[config.mk]
export PLATFORM = sky130hd
export DESIGN_NAME = hazard_scoreboard_ctrl
export DESIGN_NICKNAME = d
export VERILOG_FILES = /design/src/rtl/hazard_pkg.sv /design/src/rtl/hazard_sb_file.sv /design/src/rtl/hazard_scoreboard_ctrl.sv
export SDC_FILE = /design/constraint.sdc
export NUM_CORES = 1
export LEC_CHECK = 0
export BUFFER_PORTS_ARGS = -buffer_cell sky130_fd_sc_hd__buf_2
export CORE_MARGIN = 3
export CORE_UTILIZATION = 49
export DETAILED_ROUTE_END_ITERATION = 6
export GPL_TIMING_DRIVEN = 0
export PLACE_DENSITY = 0.69
export SYNTH_ARGS = -nofsm -noshare
export SYNTH_HDL_FRONTEND = slang
export SYNTH_SLANG_ARGS = --single-unit
[constraint.sdc]
create_clock -name clk -period 4.2 [get_ports clk]
set_clock_uncertainty 0.15 [all_clocks]
set_input_delay 0.42 -clock clk [delete_from_list [all_inputs] [get_ports clk]]
set_output_delay 0.42 -clock clk [all_outputs]
set_load 0.02 [all_outputs]
[src/rtl/hazard_pkg.sv]
// Shared types and default latencies for the ID-stage hazard controller.
// Imported by the scoreboard array and the controller top.
package hazard_pkg;

  localparam int DEF_ALU_LAT  = 1;
  localparam int DEF_LOAD_LAT = 2;
  localparam int DEF_MD_LAT   = 4;

  typedef logic [0:0] state_t;

  localparam state_t RUN   = 1'b0;
  localparam state_t FLUSH = 1'b1;

  typedef enum logic [1:0] {
    LAT_ALU,
    LAT_LOAD,
    LAT_MD
  } lat_class_e;

  function automatic lat_class_e lat_class(
    input logic load,
    input logic md
  );
    if (md)
      return LAT_MD;
    if (load)
      return LAT_LOAD;
    return LAT_ALU;
  endfunction

endpackage

[src/rtl/hazard_sb_file.sv]
// Per-register countdown scoreboard: two read ports, one issue write
// port, global decrement that holds while frozen.
module hazard_sb_file
  import hazard_pkg::*;
#(
  parameter int NREG = 32,
  parameter int RW   = 5,
  parameter int CW   = 3
) (
  input  logic          clk,
  input  logic          rst,
  input  logic          freeze,
  input  logic [RW-1:0] rs_idx,
  input  logic [RW-1:0] rt_idx,
  output logic [CW-1:0] rs_cnt,
  output logic [CW-1:0] rt_cnt,
  input  logic          wr_en,
  input  logic [RW-1:0] wr_idx,
  input  logic [CW-1:0] wr_lat
);

  logic [CW-1:0] cnt [NREG];
  logic [CW-1:0] wr_old;
  logic [CW-1:0] wr_dec;
  logic [CW-1:0] wr_val;

  assign rs_cnt = cnt[rs_idx];
  assign rt_cnt = cnt[rt_idx];

  assign wr_old = cnt[wr_idx];
  assign wr_dec = (wr_old == '0) ? '0 : wr_old - CW'(1);
  // WAW: never shorten an older, slower producer still in flight
  assign wr_val = (wr_lat > wr_dec) ? wr_lat : wr_dec;

  always_ff @(posedge clk) begin
    if (rst) begin
      for (int i = 0; i < NREG; i++)
        cnt[i] <= '0;
    end else if (!freeze) begin
      for (int i = 0; i < NREG; i++)
        if (cnt[i] != '0)
          cnt[i] <= cnt[i] - CW'(1);
      if (wr_en && wr_idx != '0)
        cnt[wr_idx] <= wr_val;
    end
  end

endmodule

[src/rtl/hazard_scoreboard_ctrl.sv]
// ID-stage hazard controller: scoreboard stalls, mul/div busy lock,
// branch/jump flush FSM, global freeze and stall counter.
module hazard_scoreboard_ctrl
  import hazard_pkg::*;
#(
  parameter int NREG        = 32,
  parameter int RW          = 5,
  parameter int ALU_LAT     = DEF_ALU_LAT,
  parameter int LOAD_LAT    = DEF_LOAD_LAT,
  parameter int MD_LAT      = DEF_MD_LAT,
  parameter int FWD_SLACK   = 1,
  parameter int FLUSH_SLOTS = 1,
  parameter int CW          = 3,
  parameter int SW          = 16
) (
  input  logic          clk,
  input  logic          rst,
  input  logic          ext_stall,
  input  logic          id_valid,
  input  logic [RW-1:0] id_rs,
  input  logic [RW-1:0] id_rt,
  input  logic          id_use_rs,
  input  logic          id_use_rt,
  input  logic          id_branch,
  input  logic          id_taken,
  input  logic          id_jump,
  input  logic          id_wr_en,
  input  logic [RW-1:0] id_rd,
  input  logic          id_load,
  input  logic          id_md,
  output logic          pc_write,
  output logic          if_id_write,
  output logic          id_bubble,
  output logic          if_flush,
  output logic          md_busy,
  output logic [SW-1:0] stall_cycles
);

  state_t        state;
  logic [CW-1:0] fcnt;
  logic [CW-1:0] md_cnt;
  logic [CW-1:0] rs_cnt;
  logic [CW-1:0] rt_cnt;
  logic [CW-1:0] lat;
  logic          ctl_use;
  logic          rs_hz;
  logic          rt_hz;
  logic          st_hz;
  logic          hz_stall;
  logic          issue;
  logic          redirect;

  always_comb begin
    lat = CW'(ALU_LAT);
    unique case (lat_class(id_load, id_md))
      LAT_MD:   lat = CW'(MD_LAT);
      LAT_LOAD: lat = CW'(LOAD_LAT);
      default:  lat = CW'(ALU_LAT);
    endcase
  end

  hazard_sb_file #(
    .NREG (NREG),
    .RW   (RW),
    .CW   (CW)
  ) u_sb (
    .clk    (clk),
    .rst    (rst),
    .freeze (ext_stall),
    .rs_idx (id_rs),
    .rt_idx (id_rt),
    .rs_cnt (rs_cnt),
    .rt_cnt (rt_cnt),
    .wr_en  (issue & id_wr_en),
    .wr_idx (id_rd),
    .wr_lat (lat)
  );

  // ID-resolved control flow cannot use EX forwarding
  assign ctl_use = id_branch | id_jump;

  assign rs_hz = id_use_rs && id_rs != '0 &&
                 (ctl_use ? rs_cnt != '0
                          : rs_cnt > CW'(FWD_SLACK));
  assign rt_hz = id_use_rt && id_rt != '0 &&
                 (ctl_use ? rt_cnt != '0
                          : rt_cnt > CW'(FWD_SLACK));
  assign st_hz = id_md && md_cnt != '0;

  assign hz_stall = id_valid && state == RUN &&
                    (rs_hz || rt_hz || st_hz);
  assign issue    = id_valid && !hz_stall &&
                    !ext_stall && state == RUN;
  assign redirect = issue &&
                    (id_jump || (id_branch && id_taken));

  assign md_busy = !rst && md_cnt != '0;

  always_comb begin
    pc_write    = 1'b1;
    if_id_write = 1'b1;
    id_bubble   = 1'b0;
    if_flush    = 1'b0;
    if (rst) begin
      pc_write = 1'b1;
    end else if (ext_stall) begin
      pc_write    = 1'b0;
      if_id_write = 1'b0;
    end else if (state == FLUSH) begin
      if_flush = 1'b1;
    end else if (hz_stall) begin
      pc_write    = 1'b0;
      if_id_write = 1'b0;
      id_bubble   = 1'b1;
    end else if (redirect) begin
      if_flush = 1'b1;
    end
  end

  always_ff @(posedge clk) begin
    if (rst) begin
      state        <= RUN;
      fcnt         <= '0;
      md_cnt       <= '0;
      stall_cycles <= '0;
    end else if (!ext_stall) begin
      if (issue && id_md)
        md_cnt <= CW'(MD_LAT);
      else if (md_cnt != '0)
        md_cnt <= md_cnt - CW'(1);
      if (hz_stall && stall_cycles != '1)
        stall_cycles <= stall_cycles + SW'(1);
      if (state == RUN) begin
        if (redirect && FLUSH_SLOTS > 1) begin
          state <= FLUSH;
          fcnt  <= CW'(FLUSH_SLOTS - 1);
        end
      end else begin
        if (fcnt <= CW'(1)) begin
          state <= RUN;
          fcnt  <= '0;
        end else begin
          fcnt <= fcnt - CW'(1);
        end
      end
    end
  end

endmodule

# --- After elaboration in Yosys (flattened, before gate mapping) ---
# Memory sizes are Yosys's and may differ from the RTL's.
# Cells that the tools add are included.
classes:
  n_addsub: 36
  n_lt_le_gt_ge: 4
  n_eq_ne: 3
  n_mux: 196
  bitwise: 36
  reduce_logical: 65
op_table:
  columns: ["cell", "count"]
  rows:
  - ["$mux W1", 154]
  - ["$mux W3", 37]
  - ["$reduce_bool A3 Y1", 35]
  - ["$sub A3 B1 Y3 const B", 35]
  - ["$or A1 B1 Y1", 33]
  - ["$add A16 B1 Y16 const B", 1]
  - ["$logic_and A1 B1 Y1", 16]
  - ["$ne A16 B16 Y1 const B", 1]
  - ["$reduce_bool A5 Y1", 3]
  - ["$mux W2", 4]
  - ["$gt A3 B1 Y1 const B", 2]
  - ["$pmux W3 S2", 1]
  - ["$reduce_and A2 Y1", 3]
  - ["$gt A3 B3 Y1", 1]
  - ["$le A3 B1 Y1 const B", 1]
  - ["$logic_not A1 Y1", 3]
  - ["$logic_not A3 Y1", 1]
  - ["$logic_or A1 B1 Y1", 3]
  - ["$eq A2 B1 Y1 const B", 1]
  - ["$eq A2 B2 Y1 const B", 1]
  - ["$not A1 Y1", 2]
  - ["$reduce_bool A2 Y1", 1]
  - ["$and A1 B1 Y1", 1]
totals:
  regBits: 23
  ramBits: 96
  input_bits: 27
  out_inout_bits: 21
  elab_cells: 345
  memories: 1
memory_table:
  columns: ["name", "depth", "width", "read_ports", "rd_clocked_by_memory_dff", "write_ports", "line", "source"]
  rows:
  - ["u_sb.cnt", 32, 3, 35, 0, 33, "hazard_sb_file.sv:22", "logic [CW-1:0] cnt [NREG];"]

# --- Longest topological paths before layout ---
# Gate-level depths: netlist (run 1).
# An unclocked memory read counts as a cell.
logic_depth:
  word_depth: 17
  ltp_mapped: 20
  depth_no_buf: 16

# --- Cells and area by module ---
# Synthesis (run 1) repeated with hierarchy kept, for this count alone.
hier_totals:
  hier_cells: 1078
  hier_area_um2: 10415.0
by_module_without_submodules:
  columns: ["mod", "instances", "cells_each", "area_per_inst_um2", "seq_area_each_um2"]
  rows:
  - ["hazard_sb_file", 1, 897, 8999.9, 2882.8]
  - ["hazard_scoreboard_ctrl", 1, 181, 1415.1, 460.4]

# --- Least setup slack after synthesis (run 1) ---
# OpenSTA, ideal clock, no wires.
synth_path:
  kind: "input to register"
  start: "input port id_rd[0]"
  end: "memory u_sb.cnt[24][0] (data pin)"
  setup_time_ns: 0.262
  t_arrival_ns: 3.675
  required_time_ns: 3.788
  slack_ns: 0.113
  cell_stages: 17
  n_path_buf: 3
  path_cell_list: "buf_6 -> buf_6 -> mux4_1 -> a22oi_1 -> nand4_1 -> or2_1 -> inv_1 -> ha_1 -> nor2_1 -> ha_1 -> inv_1 -> a21o_1 -> a21oi_1 -> a31oi_1 -> mux2_2 -> clkbuf_1 -> mux2_1"
synth_rtl:
  columns: ["item", "line", "source"]
  rows:
  - ["start: declaration", "hazard_scoreboard_ctrl.sv:28", "input logic [RW-1:0] id_rd,"]
  - ["end: declaration", "hazard_sb_file.sv:22", null]

==> results.yml, run 1 <==
run_status:
  outcome: "finished with violations"
  violations_in_the_final_reports: "design-rule violations"
grt:
  gr-usage-all-layers: 0.302
  grt_start_max_net_pins: 17
  grt_first_pass_wirelength_um: 51400
  first_global_vias: 8707
  grt.overflow.total: 0
  antenna_violations_before_repair: 0
sta:
  timing.final.ws_setup_ps: 38.0
  tns_ps: 0
  layout_worst_path_cycle_share: 0.991
  number_of_endpoints_with_negative_hold_slack_in_the_final_report: 0
  slew_worst_pin_ps: 1050
  max_clock_freq_mhz: 240
  timing.slew.headroom: 0.298
  timing_max_transition_violations_final: 0
  finalCriticalPeriod_ps: 4160
  setup_violations: 0
  grt_setup_unrepaired: "yes"
clock_tree:
  cts_buffers: 17
  max-clock-path-buffers: 2
  clock_tree_from_tritoncts: "built"
  cts_max_level: 4
  clock_latency_ps: 430
  clkTransAtPathRegs_ps: 60
  cts_root_buf: "sky130_fd_sc_hd__clkbuf_16"
  cts.sink_count: 119
critical_path:
  timing_worst_setup_path_type: "register to register"
  worstPathCellList: "mux4_2 -> nor2b_1 -> a21oi_1 -> nand4_1 -> or2_1 -> inv_1 -> a21oi_2 -> ha_1 -> a21o_1 -> a21oi_2 -> a31oi_4 -> mux2i_2 -> clkbuf_4 -> mux2i_1"
  critical_path_cell_count: 14
  cp.buffers_inverters: 2
  crit_path_end_kind: "register"
  delay_of_the_slowest_cell_on_the_worst_path_ps: 490
  crit_top_cell: "sky130_fd_sc_hd__a21oi_2"
  cpLargestDelayFamily: "multiplexers"
  cp-start-kind: "register"
  crit_path_max_fanout: 10
  rr_worst_depth: 14
  cp_data_arrival_time_ps: 4180
  slowest_stage: "sky130_fd_sc_hd__mux4_2"
  timing.critical_path.required_ps: 4220
placement:
  place_hpwl_um: 24900
  globalplace.congestion: 1.02
  placed_cells_incl_taps: 1374
  numPortBuffers: 41
  place_area_sq_um: 10900
  pre_cts_slack_ps: -984
hold_path:
  worst_hold_path_type: "primary input to register"
  holdPathStages: 3
yosys:
  mappedNetlistArea_sq_um: 10400
  synth_cell_types: 77
  postSynth.asyncResetShare: 0
  synth_edf_count: 96
  synthesis.area_per_instance_sq_um: 9.77
  yosys_warnings: 0
  syn-instance-count: 1063
  ys_seq_area_frac: 0.322
  mappedNetlistNets: 1164
  synth_seq_cells: 119
  synth_flop_cell: "sky130_fd_sc_hd__edfxtp_1"
pwr:
  p_switching_uw: 1680
  power.clock.fraction: 0.327
  internal_power_uw: 3090
  power.share.switching: 0.352
  p_seq_frac: 0.359
  power.ir.vdd_worst_uv: 290
  design_power_total_uw: 4770
  comb_power_share: 0.314
  leakage_uw: 0.00487
  total_power_per_unit_cell_area_nw_per_um2: 409
drt:
  drt-total-wl_um: 34000
  firstDrtPassIters: 7
  initialDrtViolationCount: 1164
  overall_via_count_from_detail_route: 9081
  avgRoutedWirePerCell_um: 24.1
  drt-vias-per-instance: 6.44
  antenna_left: 0
  remaining_drc_errors: 10
finish:
  fin_area_sq_um: 11700
  synthToLayoutAreaGrowth_pct: 12.5
  final_cells: 1410
  layout-drive-gt1-share: 0.217
  final_net_count: 1227
floorplan:
  top_level_ports: 48
  die-width_um: 152
  initial_utilization: 0.505
  cell_rows: 52
  fp.coreArea_sq_um: 20600
  die_height_um: 152
  die_area_sq_um: 23000
flow_run:
  cap_viol_max_count: 0
## metal layers
metal	track usage	wire (um)
met1	0.407	13700
met3	0.0735	3830
met5	0	0
met4	0.115	1100
met2	0.474	15400
## Yosys cell counts, types with 17 or more instances
cell type / n / area, sq um
sky130_fd_sc_hd__mux4_2: 29 / 653
sky130_fd_sc_hd__nand2_1: 46 / 173
sky130_fd_sc_hd__edfxtp_1: 96 / 2880
sky130_fd_sc_hd__inv_1: 91 / 342
sky130_fd_sc_hd__nor2_1: 122 / 458
sky130_fd_sc_hd__o211ai_1: 20 / 150
sky130_fd_sc_hd__clkbuf_1: 27 / 101
sky130_fd_sc_hd__mux2_2: 76 / 856
sky130_fd_sc_hd__o21ai_0: 22 / 110
sky130_fd_sc_hd__ha_1: 74 / 926
sky130_fd_sc_hd__a21oi_1: 41 / 205
sky130_fd_sc_hd__nor3_1: 29 / 145
sky130_fd_sc_hd__xnor2_1: 17 / 149
sky130_fd_sc_hd__nand3_1: 38 / 190
sky130_fd_sc_hd__or3_1: 18 / 113
sky130_fd_sc_hd__mux2i_1: 34 / 340
sky130_fd_sc_hd__buf_2: 24 / 120
sky130_fd_sc_hd__dfxtp_1: 23 / 460
sky130_fd_sc_hd__nor2b_1: 31 / 194
## sequential cells by signal, summed over array words and instances, names as in the netlist
signal / flops
state: 1
stall_cycles: 16
md_cnt: 3
fcnt: 3
u_sb.cnt: 96
## logic make-up (layout without fill, tap and decap cells)
| family | Yosys count | in the layout | synth area share |
|---|---|---|---|
| flip-flops | 119 | 119 | 0.322 |
| multiplexers | 153 | 153 | 0.208 |
| XOR/XNOR | 32 | 32 | 0.0270 |
| other | 0 | 1 | 0 |
| AND/OR/NAND/NOR | 368 | 368 | 0.182 |
| buffers and inverters | 157 | 233 | 0.0677 |
| adder cells (fa/ha/maj) | 74 | 74 | 0.0891 |
| AO/OA/AOI/OAI | 160 | 160 | 0.104 |
## path summary, 6_finish.rpt
| path | start | to | slack (ps) |
|---|---|---|---|
| setup reg to reg | u_sb.cnt[5][1] | u_sb.cnt[18][2] | 40 |
| hold reg to reg | fcnt[1] | fcnt[1] | 340 |
| setup / recovery | u_sb.cnt[5][1] | u_sb.cnt[18][2] | 40 |
| hold / removal | id_md | md_cnt[2] | 250 |
## power groups by stage
stage                     logic, uW  registers (uW)  clock network, uW
after floorplan                1010            1620                  0
after detailed placement       1390            1720                  0
after CTS                      1440            1700               1580
final                          1500            1710               1560
after global routing           1620            1730               1620
after global placement         1360            1710                  0
## final cells by class
class / count / area, sq um
tap: 270 / 338
timing repair buffer: 44 / 228
buffer: 65 / 385
antenna: 1 / 2.50
clock inverter: 12 / 178
inverter: 92 / 345
fill: 1832 / 8880
sequential: 119 / 3340
multi-input combinational: 787 / 6430
clock buffer: 20 / 437
## metrics by stage
stage	util	hold slack [ps]
after floorplan	-	307
after global placement	0.532	321
after detailed placement	0.532	331
after CTS	0.564	231
after global routing	0.568	262
final	0.568	251
## what timing repair did
item / 4_1_cts / 5_1_grt
setup endpoints to repair: 73 / 82
pin swaps: 0 / 0
resized for setup: 15 / 18
gates cloned: 0 / 0
hold buffers: 0 / 0
buffers inserted: 0 / 3
## worst min-delay path: cells and delay by family
kind                   cells  cell delay [ps]
buffers and inverters      1              160
AND/OR/NAND/NOR            1              110
AO/OA/AOI/OAI              1               80
## cells in the final DEF, fill, tap and decap left out, types with 8 or more instances in the layout
cell and count:
sky130_fd_sc_hd__a21o_1 10, sky130_fd_sc_hd__a21oi_1 40, sky130_fd_sc_hd__and3_1 15, sky130_fd_sc_hd__buf_2 63, sky130_fd_sc_hd__buf_4 8, sky130_fd_sc_hd__buf_6 9, sky130_fd_sc_hd__clkbuf_1 25, sky130_fd_sc_hd__clkbuf_16 17
sky130_fd_sc_hd__dfxtp_1 23, sky130_fd_sc_hd__edfxtp_1 96, sky130_fd_sc_hd__ha_1 74, sky130_fd_sc_hd__inv_1 91, sky130_fd_sc_hd__mux2_2 76, sky130_fd_sc_hd__mux2i_1 33, sky130_fd_sc_hd__mux4_1 10, sky130_fd_sc_hd__mux4_2 29
sky130_fd_sc_hd__nand2_1 46, sky130_fd_sc_hd__nand2b_1 9, sky130_fd_sc_hd__nand3_1 38, sky130_fd_sc_hd__nand4_1 16, sky130_fd_sc_hd__nor2_1 121, sky130_fd_sc_hd__nor2b_1 31, sky130_fd_sc_hd__nor3_1 29, sky130_fd_sc_hd__o211ai_1 20
sky130_fd_sc_hd__o21ai_0 22, sky130_fd_sc_hd__o31ai_1 13, sky130_fd_sc_hd__or3_1 18, sky130_fd_sc_hd__xnor2_1 17, sky130_fd_sc_hd__xor2_1 15
Power figures use the tool's default switching activity.
==> run 2, diff against run 1 <==
--- a/config.mk
+++ b/config.mk
@@ -10,7 +10,7 @@
 export CORE_UTILIZATION = 49
 export DETAILED_ROUTE_END_ITERATION = 6
 export GPL_TIMING_DRIVEN = 0
-export PLACE_DENSITY = 0.69
+export PLACE_DENSITY = 0.67
 export SYNTH_ARGS = -nofsm -noshare
 export SYNTH_HDL_FRONTEND = slang
 export SYNTH_SLANG_ARGS = --single-unit
==> constraint.sdc (replaced) <==
create_clock -name clk -period 5 [get_ports clk]
set_clock_uncertainty 0.15 [all_clocks]
set_input_delay 0.5 -clock clk [delete_from_list [all_inputs] [get_ports clk]]
set_output_delay 0.5 -clock clk [all_outputs]
set_load 0.02 [all_outputs]
==> run 2 against run 1 <==
Global-route usage grew 0.28 points. Largest cell class unchanged. Count of clock-buffer cells in the layout is 2 lower. The flow now finishes without violations. Utilization shrank 0.71 points. Combinational power shrank 19%. Power shrank 18%.
==> results.yml, run 2 (synthesized netlist as in run 1, its figures left out) <==
drt:
  avgRoutedWirePerCell_um: 24.6
  remaining_drc_errors: 0
  overall_via_count_from_detail_route: 9060
  antenna_left: 0
  drt-vias-per-instance: 6.44
  drt-total-wl_um: 34500
  firstDrtPassIters: 5
  initialDrtViolationCount: 1093
finish:
  layout-drive-gt1-share: 0.210
  final_common_cell: "sky130_fd_sc_hd__nor2_1"
  layout.cells.most_common_list: "122 x sky130_fd_sc_hd__nor2_1, 96 x sky130_fd_sc_hd__edfxtp_1, 91 x sky130_fd_sc_hd__inv_1, 76 x sky130_fd_sc_hd__mux2_2, 74 x sky130_fd_sc_hd__ha_1"
  reg_top3: "u_sb.cnt (96), stall_cycles (16)"
  register_area_sq_um: 3340
  synthToLayoutAreaGrowth_pct: 11.1
  largest_register: "u_sb.cnt"
  multi_input_area_sq_um: 6360
  filler_cells: 1858
  insertedDiodeCount: 0
  largest_register_ff_count: 96
  final_net_count: 1224
sta:
  max_clock_freq_mhz: 212
  timing_max_transition_violations_final: 0
  timing.slew.headroom: 0.245
  grt_setup_unrepaired: "no"
  number_of_endpoints_with_negative_hold_slack_in_the_final_report: 0
  slew_worst_pin_ps: 1130
  final.hold.worst_slack_ps: 318
  setup_violations: 0
  layout_worst_path_cycle_share: 0.942
  timing.final.ws_setup_ps: 290
  finalCriticalPeriod_ps: 4710
grt:
  grt_first_pass_wirelength_um: 51900
  grt.overflow.total: 0
  first_global_vias: 8628
  gr-usage-all-layers: 0.305
  antenna_violations_before_repair: 1
  grt_start_max_net_pins: 17
critical_path:
  timing.critical_path.required_ps: 5030
  timing_worst_setup_path_type: "primary input to register"
  crit_path_max_fanout: 10
  worst_setup_path_startpoint: "id_rd[1]"
  critical_path.reg2reg.startpoint: "u_sb.cnt[23][0]"
  cp_data_arrival_time_ps: 4740
  crit_path_end_kind: "register"
  cp-start-kind: "primary input"
clock_tree:
  cts_setup_buffers: 0
  clock_latency_ps: 430
  cts_repair_resize_count: 0
  ctsHoldBuffers: 0
  max-clock-path-buffers: 2
  cts_root_buf: "sky130_fd_sc_hd__clkbuf_16"
  cts_max_level: 4
  clock_tree_from_tritoncts: "built"
  clkTransAtPathRegs_ps: 60
  cts.sink_count: 119
  cts_buffers: 17
placement:
  place_hpwl_um: 25500
  numPortBuffers: 41
  pre_cts_slack_ps: -393
  globalplace.congestion: 1.01
pwr:
  leakage_uw: 0.00482
  design_power_total_uw: 3920
  power.ir.vdd_worst_uv: 253
  total_power_per_unit_cell_area_nw_per_um2: 340
floorplan:
  cell_rows: 52
  initial_utilization: 0.505
  die_height_um: 152
  die-width_um: 152
  fp.coreArea_sq_um: 20600
  die_area_sq_um: 23000
  top_level_ports: 48
flow_run:
  cap_viol_max_count: 0
run_status:
  outcome: "finished, final reports clean"
hold_path:
  worst_hold_path_type: "primary input to register"
  min-delay-start: "id_md"
run 2: cell types whose count changed in the layout (fill, tap and decap cells not counted), moves of 2 or more:
| cell | before | now |
|---|---|---|
| sky130_fd_sc_hd__clkbuf_4 | 4 | 0 |
| sky130_fd_sc_hd__buf_4 | 8 | 3 |
| sky130_fd_sc_hd__nor4_1 | 2 | 4 |
| sky130_fd_sc_hd__inv_6 | 0 | 4 |
| sky130_fd_sc_hd__buf_2 | 63 | 65 |
| sky130_fd_sc_hd__clkbuf_2 | 1 | 3 |
| sky130_fd_sc_hd__nor4_4 | 3 | 1 |
| sky130_fd_sc_hd__clkinv_4 | 3 | 1 |
| sky130_fd_sc_hd__bufinv_16 | 4 | 2 |
run 2: path summary, 6_finish.rpt:
kind	end	slack, ps	depth (start not counted)
setup / recovery	u_sb.cnt[28][0]	290	18
hold / removal	md_cnt[2]	320	3
setup reg to reg	u_sb.cnt[17][2]	430	16
hold reg to reg	fcnt[1]	340	2
run 2: cell type report:
cell class,instances,share of cell area
timing repair buffer,41,0.0178
inverter,92,0.0299
clock inverter,14,0.0128
clock buffer,18,0.0381
sequential,119,0.290
buffer,65,0.0312
tap,270,0.0293
multi-input combinational,787,0.551
run 2: power breakdown:
group          internal, uW  total (uW)  switching, uW  leakage [uW]
clock                   750        1270            520      0.000277
combinational           489        1220            728       0.00333
sequential             1250        1440            190       0.00121
run 2: metal layers:
metal	track usage	vias up	wire (um)
li1	-	4048	-
met1	0.413	4366	14200
met2	0.473	563	15600
met3	0.0764	81	3630
met4	0.115	2	1090
met5	0.0159	-	47
run 2: stage by stage:
step	area (sq um)	cells	utilization	TNS [ps]
floorplan	10400	1063	-	0
global placement	10900	1374	0.532	-4900
detailed placement	10900	1374	0.532	-11120
CTS	11500	1406	0.560	0
global route	11500	1406	0.561	0
finish	11500	1406	0.561	0
run 2: critical path, cell delays in order:
cell	delay (ps)
sky130_fd_sc_hd__buf_2	260
sky130_fd_sc_hd__buf_4	280
sky130_fd_sc_hd__buf_2	400
sky130_fd_sc_hd__mux4_1	410
sky130_fd_sc_hd__a21oi_1	190
sky130_fd_sc_hd__nand4_1	130
sky130_fd_sc_hd__or2_1	270
sky130_fd_sc_hd__inv_1	90
sky130_fd_sc_hd__ha_1	150
sky130_fd_sc_hd__nor2_1	60
sky130_fd_sc_hd__ha_1	200
sky130_fd_sc_hd__inv_1	50
sky130_fd_sc_hd__a21o_1	110
sky130_fd_sc_hd__a21oi_1	70
sky130_fd_sc_hd__a31oi_2	360
sky130_fd_sc_hd__mux2_2	420
sky130_fd_sc_hd__clkbuf_1	350
sky130_fd_sc_hd__mux2_1	420
==> run 3, diff against run 2 <==
--- a/config.mk
+++ b/config.mk
@@ -5,8 +5,9 @@
 export SDC_FILE = /design/constraint.sdc
 export NUM_CORES = 1
 export LEC_CHECK = 0
+export ABC_AREA = 1
 export BUFFER_PORTS_ARGS = -buffer_cell sky130_fd_sc_hd__buf_2
-export CORE_MARGIN = 3
+export CORE_MARGIN = 5
 export CORE_UTILIZATION = 49
 export DETAILED_ROUTE_END_ITERATION = 6
 export GPL_TIMING_DRIVEN = 0
==> run 3 against run 2 <==
Die area grew 5.1%. Combinational power is essentially flat. Global-route usage grew 1.4 points. Critical endpoint is now u_sb.cnt[12][2]. Largest power group unchanged. Highest routed layer is now met4.
==> results.yml, run 3 <==
run_status:
  outcome: "finished, final reports clean"
drt:
  antenna_left: 0
  remaining_drc_errors: 0
  initialDrtViolationCount: 1662
  firstDrtPassIters: 7
  drt-vias-per-instance: 5.90
  overall_via_count_from_detail_route: 11100
  avgRoutedWirePerCell_um: 20.7
  drt-total-wl_um: 38800
floorplan:
  die_height_um: 155
  initial_utilization: 0.496
  fp.coreArea_sq_um: 20900
  die_area_sq_um: 24100
  cell_rows: 53
  top_level_ports: 48
  die-width_um: 155
clock_tree:
  clkTransAtPathRegs_ps: 60
  cts.sink_count: 119
  max-clock-path-buffers: 2
  cts_root_buf: "sky130_fd_sc_hd__clkbuf_16"
  cts_max_level: 4
  cts_buffers: 17
  clock_tree_from_tritoncts: "built"
  clock_latency_ps: 450
finish:
  final_core_util: 0.550
  largest_register: "u_sb.cnt"
  filler_cells: 2110
  final_common_cell: "sky130_fd_sc_hd__nand2_1"
  largest_register_ff_count: 96
  final_cells: 1876
  final_net_count: 1688
  layout.cells.most_common_list: "409 x sky130_fd_sc_hd__nand2_1, 216 x sky130_fd_sc_hd__nand3_1, 188 x sky130_fd_sc_hd__nor2_1, 156 x sky130_fd_sc_hd__inv_1, 96 x sky130_fd_sc_hd__edfxtp_1"
  layout-drive-gt1-share: 0.0863
  reg_top3: "u_sb.cnt (96), stall_cycles (16)"
  synthToLayoutAreaGrowth_pct: 11.0
grt:
  grt_start_max_net_pins: 17
  grt_first_pass_wirelength_um: 59200
  grt.overflow.total: 0
  first_global_vias: 10400
  antenna_violations_before_repair: 0
  gr-usage-all-layers: 0.320
yosys:
  mappedNetlistNets: 1628
  synth_edf_count: 96
  synthTopCellsByCount: "409 x sky130_fd_sc_hd__nand2_1, 216 x sky130_fd_sc_hd__nand3_1, 188 x sky130_fd_sc_hd__nor2_1, 156 x sky130_fd_sc_hd__inv_1, 96 x sky130_fd_sc_hd__edfxtp_1"
  synth_seq_cells: 119
  synth_flop_cell: "sky130_fd_sc_hd__edfxtp_1"
  synthDominantCellAreaShare: 0.278
  synth_top_area_cell: "sky130_fd_sc_hd__edfxtp_1"
  synthesis.area_per_instance_sq_um: 6.78
  ys_seq_area_frac: 0.323
  yosys_warnings: 0
  postSynth.asyncResetShare: 0
  mappedNetlistArea_sq_um: 10400
  synthMostInstantiatedCell: "sky130_fd_sc_hd__nand2_1"
  syn-instance-count: 1527
  synth.area.top_cells: "sky130_fd_sc_hd__edfxtp_1 28%, sky130_fd_sc_hd__nand2_1 15%, sky130_fd_sc_hd__nand3_1 10%, sky130_fd_sc_hd__ha_1 8.9%, sky130_fd_sc_hd__nor2_1 6.8%"
  synth_cell_types: 37
critical_path:
  worst_setup_path_startpoint: "id_rd[0]"
  cp.buffers_inverters: 6
  slowest_stage: "sky130_fd_sc_hd__o21ai_0"
  timing.critical_path.required_ps: 5150
  worstPathCellList: "buf_2 -> inv_1 -> nand2_1 -> buf_2 -> o22ai_1 -> o21ai_0 -> nand4_1 -> or2_2 -> nor2_1 -> inv_1 -> ha_1 -> inv_1 -> ha_1 -> nand2_1 -> o21ai_0 -> o21ai_0 -> o21ai_0 -> clkbuf_2 -> nand3_1 -> nand2_1"
  crit_path_end_kind: "register"
  crit_path_max_fanout: 10
  critical_path.reg2reg.startpoint: "u_sb.cnt[22][1]"
  timing_worst_setup_path_type: "primary input to register"
  cp-start-kind: "primary input"
  crit_top_cell: "sky130_fd_sc_hd__o21ai_0"
  cpLargestDelayFamily: "compound AO/OA/AOI/OAI gates"
  cp_data_arrival_time_ps: 4860
  delay_of_the_slowest_cell_on_the_worst_path_ps: 530
placement:
  place_hpwl_um: 28200
  numPortBuffers: 41
  placed_cells_incl_taps: 1843
  globalplace.congestion: 1.03
sta:
  timing_max_transition_violations_final: 0
  slew_worst_pin_ps: 1110
  grt_setup_unrepaired: "no"
  finalCriticalPeriod_ps: 4710
  layout_worst_path_cycle_share: 0.942
  setup_violations: 0
  max_clock_freq_mhz: 212
  timing.slew.headroom: 0.257
  number_of_endpoints_with_negative_hold_slack_in_the_final_report: 0
pwr:
  total_power_per_unit_cell_area_nw_per_um2: 332
  power.ir.vdd_worst_uv: 248
  leakage_uw: 0.00535
hold_path:
  min-delay-start: "stall_cycles[15]"
  worst_hold_path_type: "register to register"
flow_run:
  cap_viol_max_count: 0
## run 3: cell types whose count changed in the layout (fill, tap and decap cells not counted), moves of 12 or more
cell / before / now
sky130_fd_sc_hd__and3_1: 15 / 0
sky130_fd_sc_hd__inv_1: 91 / 156
sky130_fd_sc_hd__mux2_2: 76 / 0
sky130_fd_sc_hd__mux2i_1: 33 / 0
sky130_fd_sc_hd__mux4_2: 29 / 0
sky130_fd_sc_hd__nand2_1: 46 / 409
sky130_fd_sc_hd__nand3_1: 38 / 216
sky130_fd_sc_hd__nor2_1: 122 / 188
sky130_fd_sc_hd__nor2b_1: 31 / 0
sky130_fd_sc_hd__nor3_1: 29 / 16
sky130_fd_sc_hd__o21ai_0: 22 / 68
sky130_fd_sc_hd__o22ai_1: 5 / 46
sky130_fd_sc_hd__o31ai_1: 13 / 1
sky130_fd_sc_hd__or3_1: 18 / 0
## run 3: stage by stage
stage               hold WS (ps)  instance area [sq um]  power [uW]  TNS [ps]  worst slack, ps
floorplan                    302                  10400        2130         0             1540
global placement             315                  10900        2510     -1650             -112
detailed placement           329                  10900        2530     -2760             -185
CTS                          341                  11500        3770         0              265
global route                 368                  11500        3990         0              199
finish                       345                  11500        3820         0              290
## run 3: worst reg2reg max path: cells and delay by family (launching register included)
kind / cells / cell delay (ps)
compound gates: 5 / 1500
fa+ha+maj: 2 / 350
buf+inv: 4 / 730
flops: 1 / 410
simple gates: 6 / 1220
## run 3: area by class of cell
| class | count | area [sq um] | share of cell area |
|---|---|---|---|
| clock inverter | 15 | 155 | 0.0135 |
| timing repair buffer | 41 | 205 | 0.0179 |
| buffer | 77 | 420 | 0.0366 |
| sequential | 119 | 3340 | 0.291 |
| clock buffer | 17 | 425 | 0.0370 |
| multi-input combinational | 1168 | 5980 | 0.520 |
| inverter | 163 | 617 | 0.0537 |
| antenna | 1 | 2.50 | 0.000218 |
| tap | 275 | 344 | 0.0299 |
## run 3: path summary, 6_finish.rpt
check,slack (ps),to,cells past startpoint
max,290,u_sb.cnt[12][2],20
min,340,stall_cycles[15],2
max reg2reg,500,u_sb.cnt[12][2],17
min reg2reg,340,stall_cycles[15],2
## run 3: power by group
part	switching (uW)	total (uW)	internal, uW
sequential	127	1370	1240
clock	522	1260	734
combinational	832	1200	366
## run 3: metal layers
metal  global-route usage  vias up  part of all wire  routed length (um)
met5                    0        -                 0                   0
met4                0.168        0             0.054                2110
met3               0.0745      139              0.12                4660
met2                0.491      723              0.44               17000
met1                0.420     5026              0.39               15100
li1                     -     5188                 -                   -
## run 3: cell families after synthesis
family | synth area share
and+or+nand+nor | 0.350
buffers and inverters | 0.0998
AOI/OAI and AO/OA | 0.102
DFF | 0.323
adders and majority gates | 0.0894
xor gates and xnor gates | 0.0355
## run 3: timing repair
item | CTS | global route
gates resized for setup | 0 | 6
hold endpoints to repair | 0 | 0
buffers inserted | 0 | 0
hold buffers | 0 | 0
endpoints found under the setup margin | 0 | 26
